==> config.mk <==
export PLATFORM = sky130hd
export DESIGN_NAME = tone_player
export DESIGN_NICKNAME = d
export VERILOG_FILES = /design/src/rtl/tone_player.sv
export SDC_FILE = /design/constraint.sdc
export NUM_CORES = 1
export LEC_CHECK = 0
export BUFFER_PORTS_ARGS = -buffer_cell sky130_fd_sc_hd__buf_2
export CORE_MARGIN = 2
export CORE_UTILIZATION = 57
export DETAILED_ROUTE_END_ITERATION = 12
export PLACE_DENSITY = 0.82
export SYNTH_ARGS = -nofsm -noshare
export SYNTH_HDL_FRONTEND = slang
export SYNTH_SLANG_ARGS = --single-unit
export TNS_END_PERCENT = 5
==> constraint.sdc <==
create_clock -name clk50mhz -period 3.7 [get_ports clk50mhz]
set_input_delay 0.74 -clock clk50mhz [delete_from_list [all_inputs] [get_ports clk50mhz]]
set_output_delay 0.74 -clock clk50mhz [all_outputs]
set_load 0.01 [all_outputs]
==> src/rtl/tone_player.sv <==
// tone_player: single-clock tone generator. A step counter divides clk50mhz
// by a per-note period from DIV_TABLE; each step advances the sine ROM
// address. Note buttons are synchronised and arbitrated by fixed priority
// (index 0 wins). A released note drains to the end of its waveform cycle.
//
// Ports:
//   clk50mhz  - system clock, rising edge
//   reset_n   - asynchronous active-low reset
//   note_req  - note buttons (asynchronous, active-high)
//   rom_addr  - sine ROM address
//   rom_data  - asynchronous ROM sample for rom_addr
//   tono      - registered audio sample (MID when idle)
//   active    - high while playing or draining
//   cur_note  - latched note index
module tone_player #(
   parameter int NUM_NOTES    = 4,
   parameter int DIV_WIDTH    = 13,
   parameter logic [NUM_NOTES*DIV_WIDTH-1:0] DIV_TABLE =
      {13'h0F92, 13'h1282, 13'h14C8, 13'h1754},
   parameter int ADDR_WIDTH   = 5,
   parameter int SAMPLE_WIDTH = 4,
   parameter bit RETRIGGER    = 1'b0
) (
   input  logic                    clk50mhz,
   input  logic                    reset_n,
   input  logic [NUM_NOTES-1:0]    note_req,
   output logic [ADDR_WIDTH-1:0]   rom_addr,
   input  logic [SAMPLE_WIDTH-1:0] rom_data,
   output logic [SAMPLE_WIDTH-1:0] tono,
   output logic                    active,
   output logic [((NUM_NOTES > 1) ? $clog2(NUM_NOTES) : 1)-1:0] cur_note
);

   localparam int NOTE_W = (NUM_NOTES > 1) ? $clog2(NUM_NOTES) : 1;
   localparam logic [SAMPLE_WIDTH-1:0] MID = SAMPLE_WIDTH'(1) << (SAMPLE_WIDTH - 1);

   typedef enum logic [1:0] {IDLE, PLAY, RELEASE} state_t;

   state_t                 state, state_nxt;
   logic [NUM_NOTES-1:0]   req_meta, req_s;
   logic [NOTE_W-1:0]      sel, note_nxt;
   logic                   sel_valid, change;
   logic [DIV_WIDTH-1:0]   cnt, cnt_nxt, period, last;
   logic [ADDR_WIDTH-1:0]  addr, addr_nxt;
   logic                   step, wrap;

   // Two-flop synchroniser for the button inputs
   always_ff @(posedge clk50mhz or negedge reset_n) begin
      if (!reset_n) begin
         req_meta <= '0;
         req_s    <= '0;
      end else begin
         req_meta <= note_req;
         req_s    <= req_meta;
      end
   end

   // Fixed priority: lowest set index wins
   always_comb begin
      sel = '0;
      for (int i = NUM_NOTES - 1; i >= 0; i--) begin
         if (req_s[i]) sel = NOTE_W'(i);
      end
   end

   assign sel_valid = |req_s;
   assign change    = sel_valid && (sel != cur_note);

   // Period lookup; entries of 0 or 1 both mean "step every cycle"
   always_comb begin
      period = '0;
      for (int i = 0; i < NUM_NOTES; i++) begin
         if (cur_note == NOTE_W'(i)) period = DIV_TABLE[i*DIV_WIDTH +: DIV_WIDTH];
      end
   end

   assign last = (period > DIV_WIDTH'(1)) ? period - 1'b1 : '0;
   assign step = (cnt == last);
   assign wrap = step && (addr == '1);

   always_comb begin
      state_nxt = state;
      note_nxt  = cur_note;
      cnt_nxt   = cnt;
      addr_nxt  = addr;
      case (state)
         IDLE: begin
            cnt_nxt  = '0;
            addr_nxt = '0;
            if (sel_valid) begin
               state_nxt = PLAY;
               note_nxt  = sel;
            end
         end
         PLAY, RELEASE: begin
            // A note change overrides a coincident step; the phase is kept
            // unless RETRIGGER asks for a fresh waveform start.
            if (change) begin
               note_nxt = sel;
               cnt_nxt  = '0;
               if (RETRIGGER) addr_nxt = '0;
            end else begin
               cnt_nxt  = step ? '0 : cnt + 1'b1;
               addr_nxt = step ? addr + 1'b1 : addr;
            end
            // A re-press beats the end-of-cycle return to IDLE
            if (sel_valid)          state_nxt = PLAY;
            else if (state == PLAY) state_nxt = RELEASE;
            else if (wrap)          state_nxt = IDLE;
         end
         default: begin
            state_nxt = IDLE;
            cnt_nxt   = '0;
            addr_nxt  = '0;
         end
      endcase
   end

   always_ff @(posedge clk50mhz or negedge reset_n) begin
      if (!reset_n) begin
         state    <= IDLE;
         cur_note <= '0;
         cnt      <= '0;
         addr     <= '0;
         active   <= 1'b0;
      end else begin
         state    <= state_nxt;
         cur_note <= note_nxt;
         cnt      <= cnt_nxt;
         addr     <= addr_nxt;
         active   <= (state_nxt != IDLE);
      end
   end

   // ROM data is valid for the current address; register it so the DAC
   // sees a clean, glitch-free sample one cycle behind rom_addr.
   always_ff @(posedge clk50mhz or negedge reset_n) begin
      if (!reset_n) tono <= MID;
      else          tono <= (state != IDLE) ? rom_data : MID;
   end

   assign rom_addr = addr;

endmodule
==> reports/results.ini <==
[outcome]
status=completed

[worst_setup_path]
crit_fanout=13
end_kind=flop
required_ns=3.90
rr_worst_depth=7
critPathArrivalTime_ns=3.00
start_kind=flop
path_class=reg -> reg

[logic_synthesis]
netlist-cell-type-count=40
syn_nets=204
synth_ff_type=dfrtp_1
avgSynthCellArea_um2=10.2
syn_inst=181
yosys_warnings=0
synth_edf_count=0
syn_area_um2=1850
ys_async_sr_fraction_pct=100
synth-seq-area-share_pct=47.5
synth_seq_cells=35

[power]
p_per_area_nw_per_um2=553
vdd_ir_drop_max_uv=418
p_leak_nw=0.978

[timing]
period_minus_slack_ns=2.80
setup_viol=0
slew_viol_final=0
rsz0062_at_grt=false
fin_skew_ns=0.0143
tightest_slew_ns=0.986
tns_ns=0
clock.fmax_mhz=357
worst_slew_margin_rel_pct=34.0
hold_viol=0
period_share_pct=75.7

[detailed_routing]
totalWireLength_mm=3.30
avgViaCountPerCell=5.48
ant_nets=0
drt-initial-drc-count=98
drc=0
first_pass_iters=4
vias=1369
wire_per_inst_um=13.2

[global_route]
grt_util_all_layers_pct=20.6
grt_max_degree=36
grt_pass1_wl_mm=5.53
first_global_vias=1326
grt-ovfl-total=0
antenna_found_initial=0

[layout]
nNetsFinal=228
diodes=0
instances_no_fill=250
drive_gt1_share_pct=18.0
fillCellCount=250
syn2layout_area_growth_pct=10.8

[placed_design]
place_congestion=0.885
hpwlAfterDp_mm=2.48
io_buffers=21
placed_cells=242

[hold_path]
holdPathStages=0
hp-class=reg -> reg

[floorplanning]
num_rows=20
pin_count=22
die_area_um2=3710
initial_core_util_pct=60.0
die_width_um=60.9
coreArea_um2=3080
die_h_um=60.9

[run]
max-cap-violations=0

[clock_network]
clkLatencyLatePin_ns=0.35
cts-root-buf=clkbuf_4
holdBufCountCts=0
clkTransAtPathRegs_ns=0.11
cts.sinks=35
cts_tree=yes
post_cts_resized=0
cts_setup_buffers=0
numCtsBuffers=5
h-tree-depth=2
clockBufferDepth=2

critical path, cell delays in order (launching register included):
cell,delay [ns]
dfrtp_1,0.50
inv_1,0.17
ha_1,0.22
nor2_1,0.07
or2_2,0.28
a211o_1,0.42
o211ai_1,0.84
nor2_1,0.14
logic make-up after synthesis:
logic type | synth area share, %
AO/OA/AOI/OAI | 11.1
XOR/XNOR | 8.54
adder cells (fa/ha/maj) | 8.81
buffers and inverters | 3.32
flip-flops | 47.5
multiplexers | 2.85
AND/OR/NAND/NOR | 17.8
state kept, by name (all words and copies together), names as in the netlist:
name and cells:
tono 4, req_meta 4, req_s 4, cur_note 2, cnt 13, rom_addr 5
state 2, active 1
final cells by class:
class | count | area [um2] | area share (%)
Clock inverter | 3 | 25.0 | 1.22
Timing Repair Buffer | 21 | 105 | 5.14
Inverter | 10 | 37.5 | 1.84
Tap cell | 44 | 55.1 | 2.69
Sequential cell | 35 | 877 | 42.9
Multi-Input combinational cell | 132 | 907 | 44.4
Clock buffer | 5 | 37.5 | 1.84
power breakdown:
part / internal [W] / switching [W]
registers: 0.000429 / 0.0000551
logic: 0.000169 / 0.000262
clock network: 0.0000759 / 0.000139
total: 0.000674 / 0.000456
layer usage:
metal | GRT usage (%) | wire length (um)
met5 | 0 | 0
met2 | 35.2 | 1640
met3 | 6.40 | 129
met1 | 24.6 | 1490
met4 | 6.83 | 34
stage by stage:
step | utilization (%) | worst slack, ns | hold slack [ns] | cell area [um2] | power, W
floorplan | - | 1.42 | 0.331 | 1850 | 0.000809
global placement | 64.4 | 1.11 | 0.331 | 1980 | 0.000896
detailed placement | 64.4 | 0.986 | 0.335 | 1980 | 0.000915
CTS | 66.4 | 0.948 | 0.363 | 2040 | 0.00114
global route | 66.4 | 0.695 | 0.385 | 2040 | 0.00122
finish | 66.4 | 0.901 | 0.359 | 2040 | 0.00113
placed cells by master, fill, tap and decap left out, types with 2 or more instances in the layout:
cell	n
nand3_1	7
dfrtp_1	34
o211ai_1	2
o31ai_1	4
a21oi_1	8
nand4_1	4
mux2_2	2
nor2b_1	3
nand2_1	11
xor2_1	13
xnor2_1	5
clkinv_4	2
or2_2	2
clkbuf_4	5
nor2_1	22
ha_1	13
a31oi_1	2
nand2b_1	3
inv_1	10
o22ai_1	2
buf_2	21
mux2i_1	3
o21ai_0	3
and3_1	6
nor4_1	3
Yosys cell counts, types with 2 or more instances:
cell type / instances / share of area [%]
a21oi_1: 8 / 2.2
a31oi_1: 2 / 0.68
and3_1: 6 / 2.0
clkbuf_1: 2 / 0.41
dfrtp_1: 34 / 46
ha_1: 13 / 8.8
inv_1: 10 / 2.0
mux2_2: 2 / 1.2
mux2i_1: 3 / 1.6
nand2_1: 11 / 2.2
nand2b_1: 3 / 1.0
nand3_1: 7 / 1.9
nand4_1: 4 / 1.4
nor2_1: 22 / 4.5
nor2b_1: 3 / 1.0
nor4_1: 3 / 1.0
o211ai_1: 2 / 0.81
o21ai_0: 3 / 0.81
o22ai_1: 2 / 0.68
o31ai_1: 4 / 1.6
or2_2: 2 / 0.68
xnor2_1: 5 / 2.4
xor2_1: 13 / 6.2
worst paths after layout:
| kind | start | end | slack, ns |
|---|---|---|---|
| max | cur_note[0]$_DFFE_PN0P_ | cnt[3]$_DFF_PN0_ | 0.90 |
| min | req_meta[3]$_DFF_PN0_ | req_s[3]$_DFF_PN0_ | 0.36 |
| max reg2reg | cur_note[0]$_DFFE_PN0P_ | cnt[3]$_DFF_PN0_ | 0.90 |
| min reg2reg | req_meta[3]$_DFF_PN0_ | req_s[3]$_DFF_PN0_ | 0.36 |
| max in group asynchronous | reset_n | cnt[10]$_DFF_PN0_ | 2.78 |
| min in group asynchronous | reset_n | rom_addr[4]$_DFFE_PN0P_ | 0.43 |
No activity file was read; power rests on OpenSTA's default activity.
